<file path="config.mk">
export PLATFORM = sky130hd
export DESIGN_NAME = placar_jogo
export DESIGN_NICKNAME = d
export VERILOG_FILES = /design/src/rtl/placar_jogo.sv
export SDC_FILE = /design/constraint.sdc
export NUM_CORES = 1
export LEC_CHECK = 0
export ABC_AREA = 1
export CAP_MARGIN = 20
export CORE_ASPECT_RATIO = 1.75
export CORE_UTILIZATION = 44
export DETAILED_ROUTE_END_ITERATION = 12
export GPL_TIMING_DRIVEN = 0
export HOLD_SLACK_MARGIN = 0.06
export PLACE_DENSITY_LB_ADDON = 0.2
export SETUP_SLACK_MARGIN = 0.3
export SLEW_MARGIN = 10
export SYNTH_ARGS = -nofsm -noshare
export SYNTH_HDL_FRONTEND = slang
export SYNTH_SLANG_ARGS = --single-unit
export TNS_END_PERCENT = 10
</file>
<file path="constraint.sdc">
create_clock -name Clk -period 1.9 [get_ports Clk]
set_clock_uncertainty 0.1 [all_clocks]
set_input_delay 0.19 -clock Clk [delete_from_list [all_inputs] [get_ports Clk]]
set_output_delay 0.19 -clock Clk [all_outputs]
set_load 0.01 [all_outputs]
</file>
<file path="src/rtl/placar_jogo.sv">
// Two-team scoreboard for a hand-series card game.
// Points accumulate per match up to TARGET. The first team to reach TARGET
// wins the match. The first team to win GAMES matches wins the game.
// Every output is a register that updates on the rising edge of Clk.
module placar_jogo #(
    parameter int W      = 5,
    parameter int TARGET = 12,
    parameter int GAMES  = 2,
    parameter int GW     = 2
) (
    input  logic          Clk,
    input  logic          Clr,
    input  logic          Valid,
    input  logic          Team,
    input  logic [3:0]    Pts,
    input  logic          New_game,
    output logic [W-1:0]  Score0,
    output logic [W-1:0]  Score1,
    output logic [GW-1:0] Games0,
    output logic [GW-1:0] Games1,
    output logic          I,
    output logic          Win_team,
    output logic          Game_over,
    output logic          Err
);

    localparam logic [1:0] PLAY      = 2'd0;
    localparam logic [1:0] MATCH_END = 2'd1;
    localparam logic [1:0] GAME_OVER = 2'd2;

    localparam logic [W:0]    TGT    = (W+1)'(TARGET);
    localparam logic [GW-1:0] G_ONE  = GW'(1);
    localparam logic [GW-1:0] G_MAX  = GW'(GAMES);

    logic [1:0]    state;
    logic [W-1:0]  cur;
    logic [W:0]    sum;
    logic [GW-1:0] win_games;

    // The sum is one bit wider than the score, so it cannot wrap before the
    // saturation check against TARGET.
    always_comb begin
        cur       = Team ? Score1 : Score0;
        sum       = {1'b0, cur} + {{(W-3){1'b0}}, Pts};
        win_games = Win_team ? Games1 : Games0;
    end

    // Scoreboard state machine. Clr has priority over every other input.
    always_ff @(posedge Clk) begin
        if (Clr) begin
            state     <= PLAY;
            Score0    <= '0;
            Score1    <= '0;
            Games0    <= '0;
            Games1    <= '0;
            I         <= 1'b0;
            Win_team  <= 1'b0;
            Game_over <= 1'b0;
            Err       <= 1'b0;
        end else begin
            I   <= 1'b0;
            Err <= 1'b0;
            case (state)
                PLAY: begin
                    if (Valid && Pts != 4'd0) begin
                        if (sum >= TGT) begin
                            // Winning award: the score shows TARGET for one cycle
                            // and the match count increments on the same edge.
                            if (Team) begin
                                Score1 <= TGT[W-1:0];
                                Games1 <= Games1 + G_ONE;
                            end else begin
                                Score0 <= TGT[W-1:0];
                                Games0 <= Games0 + G_ONE;
                            end
                            Win_team <= Team;
                            I        <= 1'b1;
                            state    <= MATCH_END;
                        end else if (Team) begin
                            Score1 <= sum[W-1:0];
                        end else begin
                            Score0 <= sum[W-1:0];
                        end
                    end
                end
                MATCH_END: begin
                    // Any award that arrives in this cycle is dropped.
                    Score0 <= '0;
                    Score1 <= '0;
                    Err    <= Valid;
                    if (win_games == G_MAX) begin
                        state     <= GAME_OVER;
                        Game_over <= 1'b1;
                    end else begin
                        state <= PLAY;
                    end
                end
                GAME_OVER: begin
                    Err <= Valid;
                    if (New_game) begin
                        Games0    <= '0;
                        Games1    <= '0;
                        Game_over <= 1'b0;
                        state     <= PLAY;
                    end
                end
                default: state <= PLAY;
            endcase
        end
    end

endmodule

</file>
; After elaboration in Yosys (flattened, before gate mapping)
; Index checks and enable logic that the tools add are counted.
[totals]
ff_bits = 20
out_inout_bits = 18
[classes]
n_eq_ne = 9
magnitude_cmp = 1
n_reduce_logical = 16
add_sub_neg = 3
n_mux = 29
n_bitwise = 3
[ops]
columns = operator, n
row1 = 2-to-1 mux 5 bit, 9
row2 = 2-to-1 mux 2 bit, 11
row3 = one-hot mux 5 bit (2 select lines), 2
row4 = AND reduction 3 bit, 5
row5 = inequality test 2 bit (second input constant), 6
row6 = AND reduction 5 bit, 2
row7 = one-hot mux 2 bit (2 select lines), 2
row8 = adder 5 x 4 -> 6 bit, 1
row9 = greater-or-equal comparator 6 x 4 -> 1 bit (second input constant), 1
row10 = one-hot mux 2 bit (3 select lines), 1
row11 = nonzero test 2 bit, 3
row12 = adder 2 x 1 -> 2 bit (second input constant), 2
row13 = equality test 2 bit (second input constant), 2
row14 = nonzero test 4 bit, 1
row15 = OR reduction 2 bit, 2
row16 = 2-to-1 mux 1 bit, 3
row17 = NOT 1 bit, 3
row18 = OR reduction 3 bit, 1
row19 = equality test 2 x 1 -> 1 bit (second input constant), 1
row20 = zero test 2 bit, 1
row21 = one-hot mux 1 bit (2 select lines), 1
row22 = logical AND 1 bit, 1

; Longest topological paths before layout
[depth]
ltp_word = 6
ltp_mapped = 16
depth_no_buf = 15

; Worst setup path before layout
; No wires, ideal clock.
[synth_timing]
path_type = register to register
from = reg Score1[0]
to = reg Games0[0]
arrival_ps = 1781
path_stages_with_launch = 14
setup_ps = 115
slack_ps = -96
cell_sequence = dfxtp_1 > nand2_1 > nand2_1 > ha_1 > fa_1 > nand2_1 > nand2_1 > nand2_1 > xnor2_2 > nand3_2 > nand2_2 > nand2_4 > a21oi_1 > nor2_1
[synth_via]
elab_chain_cells = 5
[synth_rtl]
columns = element, line_no
row1 = from (decl), 18  ; output logic [W-1:0] Score1,
row2 = from (signal assigned), 70  ; Score1 <= TGT[W-1:0];
row3 = from (signal assigned), 80  ; Score1 <= sum[W-1:0];
row4 = 2-to-1 mux 5 bit, 43  ; cur = Team ? Score1 : Score0;
row5 = adder 5 x 4 -> 6 bit, 44  ; sum = {1'b0, cur} + {{(W-3){1'b0}}, Pts};
row6 = greater-or-equal comparator 6 x 4 -> 1 bit, 66  ; if (sum >= TGT) begin
row7 = inequality test 2 bit (no source line), -
row8 = AND reduction 5 bit (no source line), -
row9 = to (signal assigned), 74  ; Games0 <= Games0 + G_ONE;
row10 = to (decl), 19  ; output logic [GW-1:0] Games0,
; No other way between the ends.
; A chain may end at the register's enable or synchronous reset.

; Worst setup path after layout
; Same ends and word-level chain as after synthesis.

==> flow_summary.ini <==
[global_routing]
antenna_found_initial = 0
largest_net_degree_at_the_start_of_global_routing = 12
globalRouteTotalUtil = 0.243
number_of_global_route_vias_before_repair = 1199
grt-ovfl-total = 0
global_route_wire_length_before_repair_um = 4860

[setup_path]
worst_path_largest_cell_delay_ps = 370
crit_path_end_kind = flip-flop
timing.critical_path.cells = nand2_2, nand2_2, ha_4, fa_2, nand2_1, nand2_1, nand2_2, xnor2_2, nand3_2, nand2_2, nand2_4, a21oi_2, nor2_1
critical_path_required_ps = 1960
cp-start-kind = flip-flop
setup.worst_path.class = reg2reg
critical_path_peak_fanout = 5
crit_buf_inv = 0
critical-path-top-delay-family = simple AND/OR/NAND/NOR gates
crit_path_frequent_cell = sky130_fd_sc_hd__nand2_2
critical_path_arrival_ps = 2090
crit_slowest_cell = sky130_fd_sc_hd__fa_2

[clock_network]
cts_root_buffer = sky130_fd_sc_hd__clkbuf_8
cts.reportedPaths.clkPinSlew_ps = 70
cts_hold_repair.buffers = 0
clk_path_buf_depth = 2
htreeDepth = 1
cts-buffers-inserted = 3
cts.sink_count = 20
worstSkewPairLatency_ps = 260
clock_tree_from_tritoncts = done

[die]
top_level_ports = 27
die_w_um = 41
die_h_um = 70.3
initial_core_utilization = 0.470
design.die.area_sq_um = 2880
num_rows = 24
core_area_sq_um = 2490

[place]
dp_hpwl_um = 2320
preCtsSetupSlack_ps = -403
inst_count_dp = 218
port_buffers = 25
finalWeightedCongestion = 0.828

[finish]
fillCellCount = 232
area_taken_by_multi_input_logic_gates_sq_um = 742
layout_commonest_cell = sky130_fd_sc_hd__nand2_1
post_synthesis_to_final_layout_area_growth_pct = 37.3
register_area_sq_um = 403
num-nets-final = 217
antenna_cells_inserted = 0
count_of_non_filler_cells_in_the_finished_layout = 225
final_layout_size_suffix_gt1_frac = 0.191
leading_cell_types_in_the_layout_fill_and_taps_excluded = 37 x sky130_fd_sc_hd__nand2_1, 25 x sky130_fd_sc_hd__clkdlybuf4s50_1, 20 x sky130_fd_sc_hd__inv_1, 20 x sky130_fd_sc_hd__nor2_1, 18 x sky130_fd_sc_hd__dfxtp_1

[logic_synthesis]
netlist-cell-type-count = 21
postSynthCellCount = 167
synth.area.top_cells = sky130_fd_sc_hd__dfxtp_1 34%, sky130_fd_sc_hd__nand2_1 13%, sky130_fd_sc_hd__ha_1 7.5%
mappedNetlistNets = 184
synth_top_area_frac = 0.342
mean_post_synth_cell_area_sq_um = 7.01
postSynthRegisterBits = 20
yosys.area.top_type = sky130_fd_sc_hd__dfxtp_1
synth.cell_area_sq_um = 1170
synth-seq-area-share = 0.342
ys_warn_count = 0

[timing]
timing.final.max_slew_violations = 0
max_slew.worst_pin.slew_ps = 427
time_the_worst_path_needs_with_i_o_delays_and_setup_ps = 2030
fin_tns_setup_ps = -1150
finalWorstSetupSlack_ps = -130
max_slew_margin = 0.715
max_freq_mhz = 493
final_critical_path_share_of_the_clock_period = 1.07
hold_viol_final = 0
rsz0062_at_grt = yes
setup_viol_count_final = 15

[worst_hold_path]
min_path_type = in2reg

[power_and_ir_drop]
vdd.ir_drop.worst_mv = 0.778
p_per_area_nw_per_um2 = 1440
post-layout-total-power_w = 0.00231
power.leakage_nw = 0.715

[run_status]
failed_checks = setup timing
run_status = finished with violations

[route]
antenna_violating_nets_post_route = 0
detail_route.first_pass.iterations = 5
drcViolationCount = 0
wl_um = 3070
drt_first_iter_violations = 31
route.vias.total = 1218
wl_per_cell_um = 13.6
vias_per_cell = 5.41

[run]
cap_violations = 0
==> through the flow <==
stage	cell area, sq um	hold slack, ps	util
floorplan	1180	162	-
global placement	1460	371	0.586
global route	1610	217	0.645
detailed placement	1460	387	0.586
CTS	1580	197	0.632
finish	1610	198	0.645
==> final timing paths <==
check                           startpoint         to  slack [ps]  cells past startpoint
worst max-delay path             Score1[0]  Games0[0]        -130                     13
worst min-delay path                  Team   Win_team         200                      3
worst max register to register   Score1[0]  Games0[0]        -130                     13
worst min register to register   Games1[1]  Games1[1]         390                      2
==> repair_timing <==
action / 4_1_cts / 5_1_grt
setup endpoints to repair: 18 / 18
resized for setup: 11 / 7
buffers inserted: 2 / 0
cloned: 1 / 0
pin swaps: 7 / 6
==> cells in the mapped netlist <==
cell type / n
sky130_fd_sc_hd__nand2_1: 41
sky130_fd_sc_hd__inv_1: 21
sky130_fd_sc_hd__dfxtp_1: 20
sky130_fd_sc_hd__nor2_1: 20
sky130_fd_sc_hd__a21oi_1: 13
sky130_fd_sc_hd__o21ai_0: 12
sky130_fd_sc_hd__nand3_1: 10
sky130_fd_sc_hd__ha_1: 7
sky130_fd_sc_hd__nand2_2: 3
sky130_fd_sc_hd__nand3_2: 3
sky130_fd_sc_hd__o21ai_1: 3
sky130_fd_sc_hd__buf_6: 2
sky130_fd_sc_hd__nand2_4: 2
sky130_fd_sc_hd__nand4_1: 2
sky130_fd_sc_hd__nor3_1: 2
sky130_fd_sc_hd__a21oi_2: 1
sky130_fd_sc_hd__fa_1: 1
sky130_fd_sc_hd__inv_6: 1
sky130_fd_sc_hd__nor2_2: 1
sky130_fd_sc_hd__xnor2_2: 1
sky130_fd_sc_hd__xor2_1: 1
==> worst min-delay path: cells and delay by family <==
family	cells	cell delay, ps
compound gates	2	190
buf+inv	1	130
==> power by group <==
part	switching, W	internal, W	leakage (nW)
Sequential	0.0000935	0.000547	0.165
Combinational	0.000805	0.000542	0.522
Clock	0.000141	0.000185	0.0288
Total	0.00104	0.00127	0.715
==> flip-flops by register name (all words and copies together), names as in the netlist <==
register	count
Win_team	1
I	1
Err	1
Games1	2
Score0	5
Games0	2
Game_over	1
state	2
Score1	5
==> cell type report <==
cell class              instances  share of cell area
multi-input cells             124               0.461
flip-flops and latches         20               0.251
repair buffers                 27               0.165
inverters                      22              0.0545
clock buffers                   4              0.0342
well taps                      26              0.0202
plain buffers                   2              0.0140
==> cells by family (layout without fill, tap and decap cells) <==
group                    count (synthesis)  after routing  synth area share
AO/OA/AOI/OAI                           29             29             0.127
XOR/XNOR                                 2              2            0.0214
adder cells (fa/ha/maj)                  8              8            0.0919
buffers and inverters                   24             55            0.0940
flip-flops                              20             20             0.342
AND/OR/NAND/NOR                         84             85             0.324
==> routing by layer <==
layer / share of wire / vias up / global-route usage
met4: 0.060 / 0 / 0.204
met5: 0 / - / 0
met1: 0.35 / 568 / 0.230
li1: - / 598 / -
met2: 0.55 / 35 / 0.405
met3: 0.034 / 17 / 0.0349
Power figures use the tool's default switching activity.
